===== src/rtl/pix_pkg.sv =====
// Shared types and default widths for the pixel return path.
// The defaults match the work dispatcher, so both ends agree on frame geometry.
package pix_pkg;

  localparam int unsigned DEF_X_BITS     = 4;
  localparam int unsigned DEF_Y_BITS     = 4;
  localparam int unsigned DEF_ITER_BITS  = 8;
  localparam int unsigned DEF_FIFO_DEPTH = 4;
  localparam int unsigned DEF_ADDR_BITS  = DEF_X_BITS + DEF_Y_BITS;

  typedef enum logic [1:0] {
    IDLE,
    RUN,
    DONE
  } state_t;

  // One buffered pixel at the default widths.
  typedef struct packed {
    logic [DEF_ADDR_BITS-1:0] addr;
    logic [DEF_ITER_BITS-1:0] iter;
  } pix_entry_t;

endpackage


===== src/rtl/pix_fifo.sv =====
// Synchronous FIFO with a power-of-two depth. A synchronous clear empties it
// at frame start. An asynchronous active-high reset also empties it.
module pix_fifo #(
  parameter int unsigned DEPTH = 4,
  parameter int unsigned WIDTH = 8
) (
  input  logic                     clk,
  input  logic                     rst,
  input  logic                     clr_i,
  input  logic                     push_i,
  input  logic                     pop_i,
  input  logic [WIDTH-1:0]         din_i,
  output logic [WIDTH-1:0]         dout_o,
  output logic                     full_o,
  output logic                     empty_o,
  output logic [$clog2(DEPTH):0]   count_o
);

  localparam int unsigned PTR_W = $clog2(DEPTH);

  logic [WIDTH-1:0] mem_q [DEPTH];
  logic [PTR_W-1:0] wr_ptr_q, rd_ptr_q;
  logic [PTR_W:0]   count_q;
  logic             do_push, do_pop;

  assign full_o  = (count_q == (PTR_W+1)'(DEPTH));
  assign empty_o = (count_q == '0);
  assign count_o = count_q;
  assign dout_o  = mem_q[rd_ptr_q];

  assign do_push = push_i && !full_o;
  assign do_pop  = pop_i && !empty_o;

  // NOTE: the storage array has no reset; the pointers alone decide which entries are valid.
  always_ff @(posedge clk) begin
    if (do_push) mem_q[wr_ptr_q] <= din_i;
  end

  always_ff @(posedge clk or posedge rst) begin
    if (rst) begin
      wr_ptr_q <= '0;
      rd_ptr_q <= '0;
      count_q  <= '0;
    end else if (clr_i) begin
      wr_ptr_q <= '0;
      rd_ptr_q <= '0;
      count_q  <= '0;
    end else begin
      if (do_push) wr_ptr_q <= wr_ptr_q + 1'b1;
      if (do_pop)  rd_ptr_q <= rd_ptr_q + 1'b1;
      case ({do_push, do_pop})
        2'b10:   count_q <= count_q + 1'b1;
        2'b01:   count_q <= count_q - 1'b1;
        default: count_q <= count_q;
      endcase
    end
  end

endmodule


===== src/rtl/pix_collect.sv =====
// Collects worker pixel results, buffers them, and writes each one to the frame buffer
// at the linear address y*(x_max+1)+x. Signals frame completion after the final pixel.
module pix_collect
  import pix_pkg::*;
#(
  parameter int unsigned NUM_X_BITS = DEF_X_BITS,
  parameter int unsigned NUM_Y_BITS = DEF_Y_BITS,
  parameter int unsigned ITER_BITS  = DEF_ITER_BITS,
  parameter int unsigned FIFO_DEPTH = DEF_FIFO_DEPTH,
  parameter int unsigned ADDR_BITS  = NUM_X_BITS + NUM_Y_BITS
) (
  input  logic                  clk,
  input  logic                  rst,
  input  logic                  start,
  input  logic [NUM_X_BITS-1:0] x_max,
  input  logic [NUM_Y_BITS-1:0] y_max,
  input  logic                  res_valid,
  output logic                  res_ready,
  input  logic [NUM_X_BITS-1:0] res_x,
  input  logic [NUM_Y_BITS-1:0] res_y,
  input  logic [ITER_BITS-1:0]  res_iter,
  output logic                  mem_wr_req,
  output logic [ADDR_BITS-1:0]  mem_wr_addr,
  output logic [ITER_BITS-1:0]  mem_wr_data,
  input  logic                  mem_wr_ack,
  output logic                  busy,
  output logic                  frame_done,
  output logic                  range_err,
  output logic [ADDR_BITS:0]    pix_count
);

  localparam int unsigned TOT_W = ADDR_BITS + 1;
  localparam int unsigned CNT_W = $clog2(FIFO_DEPTH) + 1;

  typedef struct packed {
    logic [ADDR_BITS-1:0] addr;
    logic [ITER_BITS-1:0] iter;
  } entry_t;

  state_t                state_q, state_d;
  logic [NUM_X_BITS-1:0] x_max_q, x_max_d;
  logic [NUM_Y_BITS-1:0] y_max_q, y_max_d;
  logic [TOT_W-1:0]      total_q, total_d;
  logic [TOT_W-1:0]      pix_count_q, pix_count_d;
  logic                  range_err_q, range_err_d;
  logic                  req_q, req_d;
  logic [ADDR_BITS-1:0]  addr_q, addr_d;
  logic [ITER_BITS-1:0]  data_q, data_d;
  logic                  frame_done_q, frame_done_d;

  entry_t            push_entry, head_entry;
  logic              fifo_push, fifo_pop, fifo_clr;
  logic              fifo_full, fifo_empty;
  logic [CNT_W-1:0]  fifo_count;
  logic              accept, in_range, wr_done, last_wr;

  pix_fifo #(
    .DEPTH(FIFO_DEPTH),
    .WIDTH($bits(entry_t))
  ) u_fifo (
    .clk    (clk),
    .rst    (rst),
    .clr_i  (fifo_clr),
    .push_i (fifo_push),
    .pop_i  (fifo_pop),
    .din_i  (push_entry),
    .dout_o (head_entry),
    .full_o (fifo_full),
    .empty_o(fifo_empty),
    .count_o(fifo_count)
  );

  assign res_ready = (state_q == RUN) && (fifo_count < CNT_W'(FIFO_DEPTH));
  assign accept    = res_valid && res_ready;
  assign in_range  = (res_x <= x_max_q) && (res_y <= y_max_q);
  assign wr_done   = req_q && mem_wr_ack;
  assign last_wr   = wr_done && ((pix_count_q + TOT_W'(1)) == total_q);

  // Address arithmetic wraps modulo 2^ADDR_BITS, which is the required truncation.
  assign push_entry.addr = ADDR_BITS'(res_y) * (ADDR_BITS'(x_max_q) + ADDR_BITS'(1))
                         + ADDR_BITS'(res_x);
  assign push_entry.iter = res_iter;

  // NOTE: every signal written below gets its default first, so no path leaves it unassigned (no latches).
  always_comb begin
    state_d      = state_q;
    x_max_d      = x_max_q;
    y_max_d      = y_max_q;
    total_d      = total_q;
    pix_count_d  = pix_count_q;
    range_err_d  = range_err_q;
    req_d        = req_q;
    addr_d       = addr_q;
    data_d       = data_q;
    frame_done_d = 1'b0;
    fifo_push    = accept && in_range && !fifo_full;
    fifo_pop     = 1'b0;
    fifo_clr     = 1'b0;

    if (accept && !in_range) range_err_d = 1'b1;

    if (wr_done) begin
      pix_count_d = pix_count_q + TOT_W'(1);
      req_d       = 1'b0;
    end

    // Load the write register when it is free or finishing, unless the frame just completed.
    if ((state_q == RUN) && (!req_q || wr_done) && !fifo_empty && !last_wr) begin
      fifo_pop = 1'b1;
      req_d    = 1'b1;
      addr_d   = head_entry.addr;
      data_d   = head_entry.iter;
    end

    case (state_q)
      RUN: begin
        if (last_wr) begin
          state_d      = DONE;
          frame_done_d = 1'b1;
        end
      end
      default: begin
        if (start) begin
          state_d     = RUN;
          x_max_d     = x_max;
          y_max_d     = y_max;
          total_d     = (TOT_W'(x_max) + TOT_W'(1)) * (TOT_W'(y_max) + TOT_W'(1));
          pix_count_d = '0;
          range_err_d = 1'b0;
          fifo_clr    = 1'b1;
        end
      end
    endcase
  end

  always_ff @(posedge clk or posedge rst) begin
    if (rst) begin
      state_q      <= IDLE;
      x_max_q      <= '0;
      y_max_q      <= '0;
      total_q      <= '0;
      pix_count_q  <= '0;
      range_err_q  <= 1'b0;
      req_q        <= 1'b0;
      addr_q       <= '0;
      data_q       <= '0;
      frame_done_q <= 1'b0;
    end else begin
      state_q      <= state_d;
      x_max_q      <= x_max_d;
      y_max_q      <= y_max_d;
      total_q      <= total_d;
      pix_count_q  <= pix_count_d;
      range_err_q  <= range_err_d;
      req_q        <= req_d;
      addr_q       <= addr_d;
      data_q       <= data_d;
      frame_done_q <= frame_done_d;
    end
  end

  assign mem_wr_req  = req_q;
  assign mem_wr_addr = addr_q;
  assign mem_wr_data = data_q;
  assign busy        = (state_q == RUN);
  assign frame_done  = frame_done_q;
  assign range_err   = range_err_q;
  assign pix_count   = pix_count_q;

endmodule


===== config.mk =====
export PLATFORM = sky130hd
export DESIGN_NAME = pix_collect
export DESIGN_NICKNAME = d
export VERILOG_FILES = /design/src/rtl/pix_pkg.sv /design/src/rtl/pix_fifo.sv /design/src/rtl/pix_collect.sv
export SDC_FILE = /design/constraint.sdc
export NUM_CORES = 1
export LEC_CHECK = 0
export ABC_CLOCK_PERIOD_IN_PS = 4800
export CAP_MARGIN = 20
export CORE_UTILIZATION = 25
export DETAILED_ROUTE_END_ITERATION = 12
export GPL_TIMING_DRIVEN = 0
export HOLD_SLACK_MARGIN = 0.02
export SYNTH_ARGS = -nofsm -noshare
export SYNTH_HDL_FRONTEND = slang
export SYNTH_SLANG_ARGS = --single-unit

===== constraint.sdc =====
create_clock -name clk -period 4.8 [get_ports clk]
set_clock_uncertainty 0.05 [all_clocks]
set_input_delay 0.96 -clock clk [delete_from_list [all_inputs] [get_ports clk]]
set_output_delay 0.96 -clock clk [all_outputs]
set_load 0.005 [all_outputs]

* Yosys cells after proc, flatten, opt, wreduce, memory -nomap -nowiden
Memories as Yosys holds them, arrays and structs flattened. A register that Yosys moved wholly into a read port is not among the register bits.
Cells that the tools add are included.
** Operators by class
- $add $sub $neg :: 9
- Multiply operators :: 2
- Magnitude comparators :: 3
- Equal/unequal tests :: 6
- Multiplexer cells :: 24
- Bitwise gates (word level) :: 1
- Reductions and logical operators :: 27
** Operator list (count)
- 9-bit two-way mux :: 3
- 4-bit by 1-bit adder with 5-bit output (second input constant) :: 3
- 2-bit two-way mux :: 7
- 1-bit logical AND :: 13
- 1-bit two-way mux :: 12
- 9-bit by 1-bit adder with 9-bit output (second input constant) :: 1
- 9-bit equality test :: 1
- 5-bit by 5-bit multiplier with 9-bit output :: 1
- 8-bit by 4-bit adder with 8-bit output :: 1
- 4-bit <= comparator :: 2
- 4-bit by 5-bit multiplier with 8-bit output :: 1
- 2-bit nonzero test :: 4
- 3-bit one-hot mux with 2 select lines :: 1
- 1-bit logical NOT :: 5
- 2-bit by 1-bit adder with 2-bit output (second input constant) :: 2
- 2-bit by 1-bit equality test with 1-bit output (second input constant) :: 2
- 2-bit AND reduction :: 2
- 3-bit by 1-bit adder with 3-bit output (second input constant) :: 1
- 3-bit equality test (second input constant) :: 1
- 3-bit logical NOT :: 1
- 3-bit less-than comparator (second input constant) :: 1
- 3-bit two-way mux :: 1
- 3-bit nonzero test :: 1
- 3-bit by 1-bit subtractor with 3-bit output (second input constant) :: 1
- 4 further kinds :: 4
** Word-level totals
- Flip-flop bits (word level) :: 38
- RAM bits :: 64
- Input bits :: 29
- Memories kept :: 1
** Memories
- u_fifo.mem_q :: depth 4, bits a word 16, rd ports 1, clocked after memory_dff 1, write ports 1, RTL line pix_fifo.sv:21 : logic [WIDTH-1:0] mem_q [DEPTH];

* Depth between registers and ports, before layout
Gate-level depths: netlist (run 1).
- Word-level depth :: 10
- Mapped depth :: 16

* By module
From an unflattened synthesis (run 1), not the netlist that was laid out.
** Unflattened totals
- Cell total of the unflattened synthesis :: 531
- Area total of the unflattened synthesis :: 6641.4 um^2
** Modules (own cells, without submodules)
- pix_collect :: times used 1, cells an instance 380, area an instance 3721.1 um^2, seq. area each 1176.1 um^2
- pix_fifo :: times used 1, cells an instance 151, area an instance 2920.3 um^2, seq. area each 2097.0 um^2

* Worst setup path before layout (run 1)
No wires, ideal clock.
- Kind :: input to register
- Start point :: input port y_max[2]
- End point :: register total_q[8]
- Arrival time :: 4273 ps
- Data required time :: 4615 ps
- Setup slack :: 342 ps
- Cell stages on the path :: 14
- Path buffers :: 1
- Path through :: clkbuf_1 > nand3_1 > or2_2 > fa_1 > fa_1 > fa_1 > inv_1 > ha_1 > a21oi_1 > o21bai_1 > a21o_1 > a21oi_1 > xnor2_1 > o21ai_0
** Between the ends
- Word-level cells in the longest chain between the ends :: 2
** RTL lines
- start, declared :: RTL line pix_collect.sv:16 : input logic [NUM_Y_BITS-1:0] y_max,
- 4-bit by 1-bit adder with 5-bit output :: RTL line pix_collect.sv:127 : total_d = (TOT_W'(x_max) + TOT_W'(1)) * (TOT_W'(y_max) + TOT_W'(1));
- 5-bit by 5-bit multiplier with 9-bit output :: RTL line pix_collect.sv:127
- end signal, assigned :: RTL line pix_collect.sv:152 : total_q <= total_d;
- end, declared :: RTL line pix_collect.sv:43 : logic [TOT_W-1:0] total_q, total_d;
No other way between the ends.
A chain may end at the register's enable or synchronous reset.

* Worst setup path after layout (run 1)
- Start point :: input port x_max[1]
- End point :: register total_q[8]
** Between the ends
- Word-level cells in the longest chain between the ends :: 2
** RTL lines
- start, declared :: RTL line pix_collect.sv:15 : input logic [NUM_X_BITS-1:0] x_max,
- 4-bit by 1-bit adder with 5-bit output :: RTL line pix_collect.sv:127
- 5-bit by 5-bit multiplier with 9-bit output :: RTL line pix_collect.sv:127
No other way between the ends.

==> results of run 1 <==
[synthesized netlist by cell type (2+ instances only)]
cell type and instances:
xnor2_1 37, a21o_1 5, nor2b_1 8, buf_1 2, mux4_2 16, and3_1 2
ha_1 50, mux2i_1 4, mux2_4 16, or2_2 2, and2_1 17, o31a_1 2
nor3_1 4, nand3_1 13, o21ai_0 15, buf_6 2, fa_1 17, nand2b_1 4
clkbuf_1 10, xor2_1 11, a21oi_1 14, inv_1 46, nand2_1 51, nor2_1 35
a31oi_1 2, nand4_1 4, dfrtp_1 54, o31ai_1 2, edfxtp_1 64, o21bai_1 4
[metrics by stage]
step,instances,utilization,power [mW],worst slack [ns]
5_1_grt,943,0.323,5.99,0.0246
4_1_cts,942,0.322,5.61,0.0175
2_1_floorplan,523,-,3.50,0.342
3_5_place_dp,910,0.297,4.22,-0.635
3_3_place_gp,909,0.296,4.18,-0.604
6_report,943,0.323,5.53,0.290
[power groups by stage]
| stage | sequential [mW] | combinational (mW) | clock, mW |
|---|---|---|---|
| 2_1_floorplan | 1.73 | 1.78 | 0 |
| 3_3_place_gp | 1.78 | 2.40 | 0 |
| 3_5_place_dp | 1.78 | 2.44 | 0 |
| 4_1_cts | 1.76 | 2.46 | 1.39 |
| 5_1_grt | 1.80 | 2.76 | 1.44 |
| 6_report | 1.76 | 2.41 | 1.36 |
[critical path: stages]
cell	delay [ns]
clkdlybuf4s50_1	0.51
ha_2	0.25
xor2_2	0.20
nand2_1	0.10
fa_1	0.48
fa_1	0.52
fa_1	0.54
inv_1	0.04
ha_1	0.32
a21oi_1	0.14
o21bai_1	0.11
a21o_1	0.19
a21oi_1	0.16
xnor2_1	0.13
o21ai_0	0.08
[metal layers]
| layer | global-route usage | up-vias |
|---|---|---|
| li1 | - | 1971 |
| met1 | 0.146 | 1903 |
| met2 | 0.162 | 71 |
| met3 | 0.0295 | 12 |
| met4 | 0.0379 | 0 |
| met5 | 0 | - |
[state kept, by name, summed over array words and instances (netlist names)]
register / cells
total_q: 9
range_err: 1
u_fifo.rd_ptr_q: 2
y_max_q: 4
mem_wr_data: 8
u_fifo.count_o: 3
x_max_q: 4
frame_done: 1
u_fifo.wr_ptr_q: 2
state_q: 2
pix_count: 9
u_fifo.mem_q: 64
mem_wr_req: 1
mem_wr_addr: 8
[final timing paths]
path                            start                  end  slack (ns)  cells past startpoint
setup / recovery             x_max[1]           total_q[8]        0.29                     15
hold reg to reg            total_q[3]           total_q[3]        0.45                      2
min in group asynchronous         rst       mem_wr_data[5]        0.83                      2
setup reg to reg           x_max_q[0]  u_fifo.mem_q[0][15]        0.73                     14
max in group asynchronous         rst           total_q[8]        3.32                      3
hold / removal             total_q[3]           total_q[3]        0.45                      2
[timing repair]
action | in CTS | in global routing
hold endpoints to repair | 0 | 0
resized for setup | 3 | 7
setup endpoints to repair | 2 | 2
setup buffers | 0 | 0
pin swaps | 0 | 0
[layout make-up]
cell class,count,area (um^2),share of cell area
clock inverters,13,194,0.0236
plain buffers,14,67.6,0.00824
diodes,1,2.50,0.000305
multi-input cells,345,3060,0.373
repair buffers,57,579,0.0706
flip-flops and latches,118,3270,0.399
well taps,330,413,0.0504
clock buffers,19,443,0.0540
inverters,46,173,0.0211
[kinds of logic (layout without fill, tap and decap cells)]
logic type,after synthesis,count (layout)
fa+ha+maj,68,68
flops,118,118
compound gates,51,51
mux,36,36
xor+xnor,48,48
buf+inv,60,149
other cells,0,1
simple gates,142,142
==> impl_metrics.csv, run 1 <==
group,metric,value,unit
run_status,status,"complete, no violations",
synthesis,synth_cells,523,
synthesis,avgSynthCellArea,12.5,um^2
sta,worstMarginPinSlew,0.896,ns
layout,syn_to_final_growth,25.3,%
place,post-dp-hpwl,9560,um
clock_tree,ctsLongestPathBuffers,2,
floorplanning,die_w,164,um
synthesis,synth-seq-cells,118,
layout,fin_area,0.00820,mm^2
synthesis,syn_area,0.00655,mm^2
clock_tree,cts.sinks,118,
layout,fill_cells,2539,
sta,setup_viol_count_final,0,
layout,layout_commonest_cell,"edfxtp_1",
place,numPortBuffers,56,
sta,rsz0062_at_grt,"no",
synthesis,ys.flop_type,"edfxtp_1",
synthesis,synth_xor_area_frac,0.0642,
pwr,powerDensity,674,mW/mm^2
sta,max_freq,0.222,GHz
clock_tree,cts-hold-fix-buffers,0,
synthesis,synthTopCellsByArea,"edfxtp_1 29%, dfrtp_1 21%, ha_1 9.6%",
setup_path,path_class,"input port to flip-flop",
detailed_routing,vias,3957,
place,postPlaceCellArea,0.00754,mm^2
detailed_routing,highest_layer,"met4",
synthesis,netlist-cell-type-count,40,
sta,period_needed,4.51,ns
clock_tree,clock-root-buffer,"clkbuf_16",
detailed_routing,wl_met1,6400,um
synthesis,synth-adder-area-share,0.149,
floorplanning,io-pin-count,59,
clock_tree,clkTransAtPathRegs,0.06,ns
sta,slew_viol_final,0,
detailed_routing,dr_wl_met3,571,um
place,routabilityCongestion,0.782,
synthesis,synth_top_area_frac,0.294,
sta,hold_slack,0.450,ns
clock_tree,clock_latency,0.41,ns
floorplanning,rows,58,
clock_tree,cts_tree,"built",
synthesis,synth_compound_area_frac,0.0518,
job,drv_cap,0,
detailed_routing,drtPass1Iterations,4,
sta,setup_tns,0,ns
floorplanning,die_area,0.0268,mm^2
pwr,vdd_drop_max,270,uV
pwr,internal_power,3.66,mW
synthesis,ys_seq_area_frac,0.500,
pwr,power.share.clock,0.247,
global_routing,grt_pass1_wl,21800,um
sta,relSlewSlack,0.402,
detailed_routing,wl,13100,um
synthesis,synth_edf_count,64,
pwr,power.share.combinational,0.436,
synthesis,async_flop_share,0.458,
detailed_routing,drtIter0Drc,157,
layout,layout-drive-gt1-share,0.123,
synthesis,synth.largest_area_cell,"edfxtp_1",
synthesis,yosys_warnings,0,
global_routing,grt_overflow,0,
setup_path,end_kind,"flip-flop",
detailed_routing,final_antenna_net_count,0,
synthesis,synth_fp_nets,619,
layout,nets,695,
global_routing,antenna_found_initial,1,
layout,layout_common_cells,"64 x edfxtp_1, 54 x dfrtp_1, 52 x clkdlybuf4s50_1",
floorplanning,initial_core_util,0.258,
setup_path,cp.arrival,4.73,ns
setup_path,critical_path.max_fanout,4,
floorplanning,coreArea,0.0254,mm^2
global_routing,track_usage,0.107,
sta,post-route-period-util,0.940,
synthesis,synth_top_family_by_area,"adder cells",
pwr,leakage,3.37,nW
synthesis,synthSimpleGateAreaFrac,0.100,
pwr,switching_share,0.337,
synthesis,muxShareOfSynthArea,0.0979,
detailed_routing,drc_errors,0,
setup_path,cp-start-kind,"input port",
sta,finalHoldViolCount,0,
pwr,seq_power_share,0.318,
global_routing,grt_pass1_vias,4119,
clock_tree,numCtsBuffers,17,
floorplanning,dieHeight,164,um
pwr,p_switching,1.86,mW
global_routing,grt_max_degree,38,
setup_path,cp.required,5.02,ns
detailed_routing,wl_per_cell,13.8,um
clock_tree,ctsHtreeMaxLevel,4,
detailed_routing,wl_met2,5930,um
hold_path,hp-class,"flip-flop to flip-flop",
detailed_routing,vias_per_cell,4.20,
No activity file was read; power rests on OpenSTA's default activity.
==> inputs of run 2 (changes only) <==
- ABC_CLOCK_PERIOD_IN_PS: 4800 -> 5800
- clock period: 4.8 -> 5.8 ns (I/O delays scaled with it)
==> run 2 against run 1 <==
  * Global-route usage is essentially flat
  * Clock power shrank 17%
  * Final cell count is 0.11% lower
  * Core utilization decreased by 0.094 points
  * Sequential power down 18%
  * Largest cell class unchanged
==> impl_metrics.csv, run 2 (same netlist as run 1, synthesis figures left out) <==
group,metric,value,unit
hold_path,min_path_cells,2,
detailed_routing,vias,3967,
setup_path,critical_path.max_fanout,8,
setup_path,reg2reg_depth,14,
setup_path,reg2reg_slack,1.74,ns
detailed_routing,final_antenna_net_count,0,
layout,syn_to_final_growth,24.9,%
floorplanning,dieHeight,164,um
layout,nets,695,
sta,finalHoldViolCount,0,
detailed_routing,drtPass1Iterations,4,
setup_path,startpoint,"y_max[0]",
global_routing,grt_pass1_vias,4124,
setup_path,cp.arrival,5.41,ns
clock_tree,ctsLongestPathBuffers,2,
clock_tree,cts.sinks,118,
hold_path,hold_end,"total_q[3]",
floorplanning,coreArea,0.0254,mm^2
sta,rsz0062_at_grt,"no",
layout,top_register,"u_fifo.mem_q",
clock_tree,cts_tree,"built",
floorplanning,die_w,164,um
sta,setup_tns,0,ns
layout,layout_common_cells,"64 x edfxtp_1, 56 x clkdlybuf4s50_1, 54 x dfrtp_1",
floorplanning,die_area,0.0268,mm^2
layout,layout_commonest_cell,"edfxtp_1",
global_routing,track_usage,0.107,
run_status,status,"complete, no violations",
place,numPortBuffers,56,
clock_tree,clkTransAtPathRegs,0.06,ns
layout,diodes,0,
global_routing,grt_pass1_wl,21800,um
place,post-dp-hpwl,9560,um
clock_tree,postCtsSetupRepairBufs,0,
floorplanning,io-pin-count,59,
sta,slew_viol_final,0,
job,drv_cap,0,
layout,finish.utilization,0.322,
clock_tree,cts_resized,0,
hold_path,hp-class,"flip-flop to flip-flop",
detailed_routing,drc_errors,0,
global_routing,antenna_found_initial,0,
sta,relSlewSlack,0.402,
sta,post-route-period-util,0.894,
setup_path,end_kind,"flip-flop",
floorplanning,rows,58,
setup_path,cp-start-kind,"input port",
clock_tree,ctsHtreeMaxLevel,4,
setup_path,cp.required,6.02,ns
setup_path,regToRegEndpoint,"u_fifo.mem_q[0][15]",
global_routing,grt_max_degree,38,
sta,worstMarginPinSlew,0.898,ns
clock_tree,cts-hold-fix-buffers,0,
floorplanning,initial_core_util,0.258,
pwr,powerDensity,559,mW/mm^2
sta,max_freq,0.193,GHz
clock_tree,clock_latency,0.41,ns
global_routing,grt_overflow,0,
sta,period_needed,5.18,ns
hold_path,min_from,"total_q[3]",
clock_tree,clock-root-buffer,"clkbuf_16",
pwr,power,4.57,mW
clock_tree,numCtsBuffers,17,
sta,setup_viol_count_final,0,
place,routabilityCongestion,0.782,
pwr,leakage,3.35,nW
layout,largest_reg_flops,64,
detailed_routing,vias_per_cell,4.21,
pwr,vdd_drop_max,223,uV
detailed_routing,wl_per_cell,13.9,um
setup_path,path_class,"input port to flip-flop",
detailed_routing,wl,13100,um
setup_path,r2r-start,"x_max_q[0]",
detailed_routing,drtIter0Drc,174,
layout,layout-drive-gt1-share,0.116,
run 2: cell count changes in the layout (fill, tap and decap cells not counted):
| cell | delta |
|---|---|
| clkdlybuf4s50_1 | +4 |
| xor2_2 | -1 |
| xor2_1 | +1 |
| dlymetal6s2s_1 | -2 |
| diode_2 | -1 |
| ha_4 | -1 |
| clkbuf_2 | -1 |
| ha_1 | +2 |
| ha_2 | -1 |
| dlygate4sd2_1 | -1 |
run 2: final cells by class:
| class | count | area [um^2] |
|---|---|---|
| Tap cell | 330 | 413 |
| Clock inverter | 13 | 194 |
| Fill cell | 2541 | 17200 |
| Clock buffer | 19 | 443 |
| Inverter | 46 | 173 |
| Buffer | 14 | 67.6 |
| Sequential cell | 118 | 3270 |
| Multi-Input combinational cell | 345 | 3030 |
| Timing Repair Buffer | 57 | 581 |
run 2: worst max-delay path, stage by stage:
cell and delay (ns):
clkdlybuf4s50_1 0.67, ha_1 0.30, nand3_1 0.18, or2_2 0.34
fa_1 0.52, fa_1 0.52, fa_1 0.54, inv_1 0.04
ha_1 0.32, a21oi_1 0.14, o21bai_1 0.11, a21o_1 0.19
a21oi_1 0.16, xnor2_1 0.13, o21ai_0 0.08
run 2: how the worst max path moves through the flow:
stage / endpoint / slack (ns) / cells past startpoint
6_report: total_q[8] / 0.62 / 15
5_1_grt: total_q[8] / 0.38 / 15
4_1_cts: total_q[8] / 0.59 / 15
3_5_place_dp: total_q[8] / 0.17 / 15
3_3_place_gp: total_q[8] / 0.20 / 15
2_1_floorplan: total_q[8] / 1.14 / 14
run 2: power by group:
group	switching [mW]	internal (mW)
combinational	0.997	0.995
clock	0.393	0.735
sequential	0.152	1.30
total	1.54	3.03
run 2: per-stage QoR:
stage                     instances  hold WS [ns]  instance area (um^2)  setup slack [ns]
after CTS                       942         0.454                  8180             0.593
after floorplan                 523         0.400                  6550              1.14
after detailed placement        910         0.440                  7540             0.165
after global placement          909         0.432                  7520             0.196
after global routing            942         0.489                  8180             0.377
final                           942         0.450                  8180             0.616
run 2: layer usage:
layer	up-vias	part of all wire	track usage
met5	-	0	0
met4	0	0.012	0.0379
met3	12	0.045	0.0295
met2	70	0.45	0.162
met1	1912	0.49	0.146
li1	1973	-	-
